==> config.mk <==
export PLATFORM = sky130hd
export DESIGN_NAME = uart_rx_flat
export DESIGN_NICKNAME = d
export VERILOG_FILES = /design/src/rtl/uart_rx_if.sv /design/src/rtl/uart_rx.sv /design/src/flat_wrapper.sv
export SDC_FILE = /design/constraint.sdc
export NUM_CORES = 1
export LEC_CHECK = 0
export ABC_CLOCK_PERIOD_IN_PS = 1690
export CORE_MARGIN = 2
export CORE_UTILIZATION = 51
export CTS_BUF_LIST = sky130_fd_sc_hd__clkbuf_4 sky130_fd_sc_hd__clkbuf_8 sky130_fd_sc_hd__clkbuf_16
export DETAILED_ROUTE_END_ITERATION = 8
export PLACE_DENSITY_LB_ADDON = 0.1
export SLEW_MARGIN = 10
export SYNTH_ARGS = -nofsm -noshare
export SYNTH_HDL_FRONTEND = slang
export SYNTH_SLANG_ARGS = --single-unit
==> constraint.sdc <==
create_clock -name mclk -period 1.69 [get_ports mclk]
set_input_delay 0.169 -clock mclk [delete_from_list [all_inputs] [get_ports mclk]]
set_output_delay 0.169 -clock mclk [all_outputs]
set_load 0.01 [all_outputs]
==> src/rtl/uart_rx_if.sv <==
// Receiver-side bus for uart_rx: line input, rate select, received byte with status, and FSM debug state.
`timescale 1ns/1ps
interface uart_rx_if;
  // rx_done is a strobe with no back-pressure. It is high for exactly one mclk
  // cycle, and data_byte, frame_err and parity_err are valid in that cycle.
  // These outputs then hold until the next completed frame.
  logic [3:0] baud_set;
  logic       rs232_rx;
  logic [7:0] data_byte;
  logic       rx_done;
  logic       frame_err;
  logic       parity_err;
  logic       rx_busy;
  logic [2:0] rx_state;

  modport master (
    input  baud_set, rs232_rx,
    output data_byte, rx_done, frame_err, parity_err, rx_busy, rx_state
  );
  modport slave (
    output baud_set, rs232_rx,
    input  data_byte, rx_done, frame_err, parity_err, rx_busy, rx_state
  );
endinterface

==> src/rtl/uart_rx.sv <==
// 8N1 UART receiver with 16x oversampling and 3-sample majority vote.
// Define UART_RX_PARITY_EN to add an even-parity bit between the data bits and the stop bit.
`timescale 1ns/1ps
module uart_rx #(
  parameter int OSR         = 16,
  parameter int SYNC_STAGES = 2
) (
  input  logic     mclk,
  input  logic     rst_n,
  uart_rx_if.master bus
);

  typedef enum logic [2:0] {S_IDLE, S_START, S_DATA, S_PARITY, S_STOP} state_t;

  localparam logic [3:0] SUB_S0   = 4'(OSR / 2 - 1);
  localparam logic [3:0] SUB_S1   = 4'(OSR / 2);
  localparam logic [3:0] SUB_S2   = 4'(OSR / 2 + 1);
  localparam logic [3:0] SUB_LAST = 4'(OSR - 1);
  localparam int         FW       = $clog2(SYNC_STAGES + 1);

  state_t                 state, state_nxt;
  logic [SYNC_STAGES-1:0] sync_q;
  logic                   rx_s, rx_prev, armed;
  logic [FW-1:0]          flush_cnt;
  logic [8:0]             tdiv_q, div_cnt;
  logic [3:0]             sub_cnt;
  logic [2:0]             bit_cnt;
  logic                   s0, s1, maj, tick, fall;
  logic                   start_det, stop_dec;
  logic [7:0]             shift_q, data_q;
  logic                   done_q, ferr_q, perr_q;

  function automatic logic [8:0] tdiv_of(input logic [3:0] b);
    case (b)
      4'd0:    tdiv_of = 9'd1;
      4'd1:    tdiv_of = 9'd162;
      4'd2:    tdiv_of = 9'd80;
      4'd3:    tdiv_of = 9'd53;
      default: tdiv_of = 9'd325;
    endcase
  endfunction

  assign rx_s = sync_q[SYNC_STAGES-1];
  // armed blocks a line that is already low when reset releases from looking like a start edge.
  assign fall = armed & rx_prev & ~rx_s;
  assign tick = (state != S_IDLE) && (div_cnt == tdiv_q);
  assign maj  = (s0 & s1) | (s0 & rx_s) | (s1 & rx_s);

  always_ff @(posedge mclk or negedge rst_n) begin
    if (!rst_n) begin
      sync_q    <= '1;
      rx_prev   <= 1'b1;
      flush_cnt <= '0;
      armed     <= 1'b0;
    end else begin
      sync_q  <= {sync_q[SYNC_STAGES-2:0], bus.rs232_rx};
      rx_prev <= rx_s;
      if (flush_cnt != FW'(SYNC_STAGES)) flush_cnt <= flush_cnt + 1'b1;
      else if (rx_s)                     armed     <= 1'b1;
    end
  end

  always_ff @(posedge mclk or negedge rst_n) begin
    if (!rst_n) state <= S_IDLE;
    else        state <= state_nxt;
  end

  always_comb begin
    state_nxt = state;
    start_det = 1'b0;
    stop_dec  = 1'b0;
    case (state)
      S_IDLE: begin
        if (fall) begin
          state_nxt = S_START;
          start_det = 1'b1;
        end
      end
      S_START: begin
        if (tick && sub_cnt == SUB_S2 && maj)  state_nxt = S_IDLE;
        else if (tick && sub_cnt == SUB_LAST)  state_nxt = S_DATA;
      end
      S_DATA: begin
        if (tick && sub_cnt == SUB_LAST && bit_cnt == 3'd7)
`ifdef UART_RX_PARITY_EN
          state_nxt = S_PARITY;
`else
          state_nxt = S_STOP;
`endif
      end
      S_PARITY: begin
        if (tick && sub_cnt == SUB_LAST) state_nxt = S_STOP;
      end
      S_STOP: begin
        // Leaving at mid-stop lets a back-to-back start edge be caught.
        if (tick && sub_cnt == SUB_S2) begin
          state_nxt = S_IDLE;
          stop_dec  = 1'b1;
        end
      end
      default: state_nxt = S_IDLE;
    endcase
  end

  always_ff @(posedge mclk or negedge rst_n) begin
    if (!rst_n) begin
      tdiv_q  <= '0;
      div_cnt <= '0;
      sub_cnt <= '0;
      bit_cnt <= '0;
      s0      <= 1'b1;
      s1      <= 1'b1;
      shift_q <= '0;
      data_q  <= '0;
      done_q  <= 1'b0;
      ferr_q  <= 1'b0;
      perr_q  <= 1'b0;
    end else begin
      done_q <= stop_dec;
      if (start_det) begin
        tdiv_q  <= tdiv_of(bus.baud_set);
        div_cnt <= '0;
        sub_cnt <= '0;
        bit_cnt <= '0;
      end else if (state == S_IDLE) begin
        div_cnt <= '0;
        sub_cnt <= '0;
      end else if (tick) begin
        div_cnt <= '0;
        sub_cnt <= sub_cnt + 1'b1;
        if (sub_cnt == SUB_S0) s0 <= rx_s;
        if (sub_cnt == SUB_S1) s1 <= rx_s;
        if (state == S_DATA && sub_cnt == SUB_S2)   shift_q <= {maj, shift_q[7:1]};
        if (state == S_DATA && sub_cnt == SUB_LAST) bit_cnt <= bit_cnt + 1'b1;
`ifdef UART_RX_PARITY_EN
        if (state == S_PARITY && sub_cnt == SUB_S2) perr_q <= maj ^ (^shift_q);
`endif
      end else begin
        div_cnt <= div_cnt + 1'b1;
      end
      if (stop_dec) begin
        data_q <= shift_q;
        ferr_q <= ~maj;
      end
    end
  end

  // Parity is judged at its own bit but published together with the stop decision.
  logic perr_out_q;
  always_ff @(posedge mclk or negedge rst_n) begin
    if (!rst_n)        perr_out_q <= 1'b0;
    else if (stop_dec) perr_out_q <= perr_q;
  end

  assign bus.data_byte  = data_q;
  assign bus.rx_done    = done_q;
  assign bus.frame_err  = ferr_q;
  assign bus.parity_err = perr_out_q;
  assign bus.rx_busy    = (state != S_IDLE);
  assign bus.rx_state   = state;

endmodule

==> src/flat_wrapper.sv <==
// flat-port wrapper written by rule: the top's interface ports become plain ports
module uart_rx_flat 
#(
  parameter int OSR         = 16,
  parameter int SYNC_STAGES = 2
)
  (mclk, rst_n, bus_baud_set, bus_rs232_rx, bus_data_byte, bus_rx_done, bus_frame_err, bus_parity_err, bus_rx_busy, bus_rx_state);
  uart_rx_if bus_i ();
  input  logic mclk;
  input  logic rst_n;
  input wire logic [$bits(bus_i.baud_set)-1:0] bus_baud_set;
  input wire logic [$bits(bus_i.rs232_rx)-1:0] bus_rs232_rx;
  output wire logic [$bits(bus_i.data_byte)-1:0] bus_data_byte;
  output wire logic [$bits(bus_i.rx_done)-1:0] bus_rx_done;
  output wire logic [$bits(bus_i.frame_err)-1:0] bus_frame_err;
  output wire logic [$bits(bus_i.parity_err)-1:0] bus_parity_err;
  output wire logic [$bits(bus_i.rx_busy)-1:0] bus_rx_busy;
  output wire logic [$bits(bus_i.rx_state)-1:0] bus_rx_state;
  assign bus_i.baud_set = bus_baud_set;
  assign bus_i.rs232_rx = bus_rs232_rx;
  assign bus_data_byte = bus_i.data_byte;
  assign bus_rx_done = bus_i.rx_done;
  assign bus_frame_err = bus_i.frame_err;
  assign bus_parity_err = bus_i.parity_err;
  assign bus_rx_busy = bus_i.rx_busy;
  assign bus_rx_state = bus_i.rx_state;
  uart_rx #(.OSR(OSR), .SYNC_STAGES(SYNC_STAGES)) u_core (.mclk(mclk), .rst_n(rst_n), .bus(bus_i));
endmodule
Word-level counts from Yosys, hierarchy flattened --
Cells that the tools add are included.
Storage, ports and cells: flip-flop bits (word level) 55, latch bits 0, bits in writable memories 0, bits in read-only memories 0, output and inout bits 15, logic and storage cells 93, memories kept 0
Operators by class: $add $sub $neg 4, multipliers 0, div/mod/pow operators 0, $lt $le $gt $ge 0, eq/ne operators 20, shift-type cells 0, muxes and demuxes 22, bitwise gates (word level) 12, reductions and logical operators 19
Operators with widths (number):
- $pmux W9 S4 | 1
- $mux W3 | 10
- $mux W9 | 3
- $pmux W3 S5 | 1
- $eq A4 B4 Y1 const B | 3
- $mux W4 | 3
- $reduce_and A4 Y1 | 3
- $ne A2 B1 Y1 const B | 5
- $add A9 B1 Y9 const B | 1
- $eq A9 B9 Y1 | 1
- $eq A4 B2 Y1 const B | 2
- $logic_and A1 B1 Y1 | 7
- $eq A3 B2 Y1 const B | 2
- $eq A3 B3 Y1 const B | 2
- $reduce_bool A3 Y1 | 2
- $and A1 B1 Y1 | 5
- $not A1 Y1 | 5
- $reduce_and A5 Y1 | 1
- $add A4 B1 Y4 const B | 1
- $eq A4 B1 Y1 const B | 1
- $eq A4 B3 Y1 const B | 1
- $logic_not A4 Y1 | 1
- $mux W1 | 4
- $reduce_bool A2 Y1 | 2
- 9 further kinds | 10

Logic depth before layout (Yosys ltp) --
depth in word-level cells 6, gate-level depth with buffers 6

Worst setup path after synthesis --
OpenSTA, ideal clock, no wires.
path kind flip-flop to flip-flop, start register u_core.state[1], in the netlist u_core.bus.rx_state[1], end register u_core.data_q[0], in the netlist u_core.bus.data_byte[0], library setup time 0.125 ns, arrival time 1.797 ns, required time 1.565 ns, path slack -0.232 ns, stages on the path, launching flop included 7, buffers on the path 1, clock period less this slack 1.922 ns, cell sequence dfrtp_1 > nor3_2 > inv_2 > and3_1 > clkbuf_1 > nand4_2 > mux2_2
Between the ends: longest elaborated chain between the ends 5, elaborated cells on any way between the ends 6, classes of those cells eq/ne (1); mux (2); reduce/logical (3)
RTL lines:
- start: declaration | line uart_rx.sv:21 | state_t state, state_nxt;
- start signal: assignment | line uart_rx.sv:65 | else state <= state_nxt;
- $reduce_bool A3 Y1
- via bus_rx_busy | line flat_wrapper.sv:17 | output wire logic [$bits(bus_i.rx_busy)-1:0] bus_rx_busy;
- $logic_and A1 B1 Y1 | line uart_rx.sv:46 | assign tick = (state != S_IDLE) && (div_cnt == tdiv_q);
- $logic_and A1 B1 Y1 | line uart_rx.sv:96 | if (tick && sub_cnt == SUB_S2) begin
- $mux W1 | line uart_rx.sv:96
- $mux W1 | line uart_rx.sv:72 | case (state)
- end signal: assignment | line uart_rx.sv:142 | data_q <= shift_q;
- end: declaration | line uart_rx.sv:30 | logic [7:0] shift_q, data_q;
The timed path passes the listed nets, and every way through them passes these cells. A chain may end at the register's enable or synchronous reset.

Final worst setup path --
start register u_core.tdiv_q[6], end register u_core.bit_cnt[0]
Between the ends: longest elaborated chain between the ends 4
RTL lines:
- start: declaration | line uart_rx.sv:25 | logic [8:0] tdiv_q, div_cnt;
- start signal: assignment | line uart_rx.sv:121 | tdiv_q <= tdiv_of(bus.baud_set);
- $eq A9 B9 Y1 | line uart_rx.sv:46
- $logic_and A1 B1 Y1 | line uart_rx.sv:46
- $reduce_bool A2 Y1 (no line)
- $reduce_and A3 Y1 (no line)
- end signal: assignment | line uart_rx.sv:134 | if (state == S_DATA && sub_cnt == SUB_LAST) bit_cnt <= bit_cnt + 1'b1;
- end: declaration | line uart_rx.sv:27 | logic [2:0] bit_cnt;
Every way passes these cells.

==> results.ini <==
[synth]
synth_most_common_cell=dfrtp_1
yosysSeqAreaShare_pct=53.7
ys.flop_type=dfrtp_1
syn_area_mm2=0.00243
synthTopCellsByArea=dfrtp_1 (48%), mux2_2 (8.3%), dfstp_2 (5.4%)
synthMuxAreaShare_pct=8.74
synthCells=213
synth-async-reset-ratio_pct=100
synth_commonest_cells=dfrtp_1 (47), mux2_2 (18), nor2_1 (16), nand3_1 (12), nand2_1 (11)
synth-adder-area-share_pct=4.01
synth_compound_area_share_pct=9.05
netlist.area_leader.share_pct=48.3
yosys_warnings=1
synth_area_per_cell_um2=11.4
yosys.area_share.simple_pct=15.9
synth_edf_count=0
synth_top_family_by_area=simple AND/OR/NAND/NOR gates
synth_top_area_cell=dfrtp_1
ys_ff_latch=52
synth_xor_area_share_pct=5.40
synthDistinctLibCells=44
syn_nets=227

[critical_path]
crit_type=reg2reg
path_cells=xor2_1, or4_4, or4_4, a21oi_2
crit_arrival_ps=2070
crit_path_max_incr_delay_ps=560
start_kind=register
crit_required_ps=1920
crit_path_top_delay_cell=or4_4
crit_path_max_fanout=5
crit_family=simple AND/OR/NAND/NOR gates
crit_buf_inv=0
crit_path_frequent_cell=or4_4
end_kind=register

[floorplanning]
start_util_pct=52.2
dieArea_mm2=0.00534
num_rows=25
num_io_pins=22
die_height_um=73.1
core_mm2=0.00466
die_width_um=73.1

[placed_design]
placed_area_mm2=0.00294
dp_hpwl_um=3650
place_congestion=0.824
port_buffers=20
dp_cells=313
pre_cts_ws_ps=-176

[power_and_ir_drop]
p_int_mw=2.17
clock_power_share_pct=28.9
switching_share_pct=27.7
p_total_mw=3.00
p_leak_nw=1.53
switchingPower_uw=830
power_density_mw_per_mm2=911
peakVddDrop_mv=0.768
power_frac_seq_pct=48.2
p_comb_share_pct=22.9

[clocking]
cts_sinks=52
clock_path_buffers=2
ctsHtreeMaxLevel=2
cts_tree=built
clk_latency_ps=300
cts_made_buffers=5
clk_pin_slew_ps=100
root_buffer=clkbuf_8

[timing]
fin_skew_ps=12.2
grt_setup_unrepaired=true
setup_ws_ps=-144
max_freq_ghz=0.545
tns_ps=-2490
finalHoldViolations=0
drv_slew=0
hold-worst-slack_ps=265
timing.final.crit_period_ps=1830
setup_viol=35
fin_crit_sh_pct=109

[cells_and_area]
final_area_mm2=0.00329
fin_nets=295
fin_util_pct=70.6
final_cells=336
drive_above_1_share_pct=37.6
n_antenna_cell=0
nFillCells=319
syn_to_final_growth_pct=35.2

[run_status]
violations=setup timing
run_status=finished, violations left

[routing]
ant_nets=0
vias_per_cell=5.61
vias=1885
drt_iter0_drc=101
drc_errors=0
drt_pass1_iterations=4
post_drt_wl_per_cell_um=16.3
routed_wl_um=5470

[grt]
grt_max_degree=25
grt_antenna_before_repair=0
grt_pass1_vias=1848
grt_pass1_wl_um=8800
grt_remaining_overflow=0
track_usage_pct=21.7

[run]
drv_cap=0

[min_path]
hold_path.class=in2async

cell type report:
| class | instances | area, um2 | share of cell area, % |
|---|---|---|---|
| multi-input cells | 146 | 1180 | 35.9 |
| clock inverters | 2 | 38.8 | 1.18 |
| flip-flops and latches | 52 | 1310 | 39.8 |
| well taps | 54 | 67.6 | 2.05 |
| inverters | 9 | 33.8 | 1.03 |
| repair buffers | 67 | 584 | 17.8 |
| clock buffers | 6 | 76.3 | 2.32 |
power by group through the flow:
stage               Clock, mW  Combinational [mW]  Sequential, mW
finish                  0.866               0.687            1.44
global route            0.936               0.770            1.46
CTS                     0.890               0.635            1.43
detailed placement          0               0.581            1.45
global placement            0               0.563            1.44
floorplan                   0               0.281            1.48
layout by cell type, fill, tap and decap left out, types with 2 or more instances in the layout:
cell type | netlist | layout
nand3_1 | 12 | 12
clkdlybuf4s50_1 | 0 | 18
nand4_4 | 0 | 3
dfstp_2 | 5 | 5
mux2_2 | 18 | 18
o31ai_1 | 6 | 3
o21ai_1 | 0 | 3
nor3_2 | 2 | 2
nand4_1 | 5 | 5
a31oi_1 | 4 | 4
nand2b_1 | 3 | 3
dfrtp_2 | 0 | 2
o31ai_2 | 0 | 3
o21ai_0 | 7 | 4
or3_1 | 2 | 2
xnor2_2 | 0 | 3
inv_1 | 8 | 8
a21oi_1 | 7 | 3
buf_6 | 1 | 6
ha_1 | 7 | 7
or4_1 | 3 | 2
xor2_1 | 10 | 10
dfrtp_1 | 47 | 45
a21oi_2 | 0 | 4
clkbuf_8 | 0 | 5
and3_1 | 4 | 3
nor2_1 | 16 | 16
buf_4 | 1 | 39
nand2_1 | 11 | 11
xnor2_1 | 5 | 2
and4_1 | 2 | 2
nor2b_1 | 2 | 2
or4_4 | 1 | 2
timing repair:
item | in CTS | in global routing
cloned | 1 | 1
buffers inserted | 9 | 3
gates resized for setup | 13 | 15
hold buffers | 1 | 0
endpoints found under the hold margin | 10 | 0
pin swaps | 4 | 4
setup endpoints to repair | 33 | 39
path summary, 6_finish.rpt:
kind                                  start                endpoint  slack, ps  cells past startpoint
min reg2reg                u_core.sync_q[0]        u_core.sync_q[1]        370                      0
min                                   rst_n  u_core.bus.rx_state[2]        270                      2
max reg2reg                u_core.tdiv_q[6]       u_core.bit_cnt[0]       -140                      4
max in group asynchronous             rst_n        u_core.sync_q[0]        770                      3
max                        u_core.tdiv_q[6]       u_core.bit_cnt[0]       -140                      4
min in group mclk              bus_rs232_rx        u_core.sync_q[0]        280                      1
routing by layer:
layer | vias up | global-route usage (%) | wire length, um
li1 | 903 | - | -
met1 | 936 | 28.0 | 2380
met2 | 38 | 36.1 | 2860
met3 | 8 | 4.83 | 147
met4 | 0 | 7.20 | 78
met5 | - | 0 | 0
sequential cells by signal, indices dropped and copies added (netlist names):
name and count:
u_core.sub_cnt 4, u_core.armed 1, u_core.flush_cnt 2, u_core.bit_cnt 3, u_core.bus.frame_err 1, u_core.sync_q 2
u_core.bus.rx_state 3, u_core.tdiv_q 7, u_core.bus.data_byte 8, u_core.div_cnt 9, u_core.s1 1, u_core.rx_prev 1
u_core.shift_q 8, u_core.s0 1, u_core.bus.rx_done 1
cells by family after synthesis:
| logic type | after synthesis |
|---|---|
| mux | 19 |
| other cells | 1 |
| flops | 52 |
| xor+xnor | 15 |
| buf+inv | 16 |
| simple gates | 69 |
| fa+ha+maj | 8 |
| compound gates | 33 |
(Power assumes the default switching activity.)
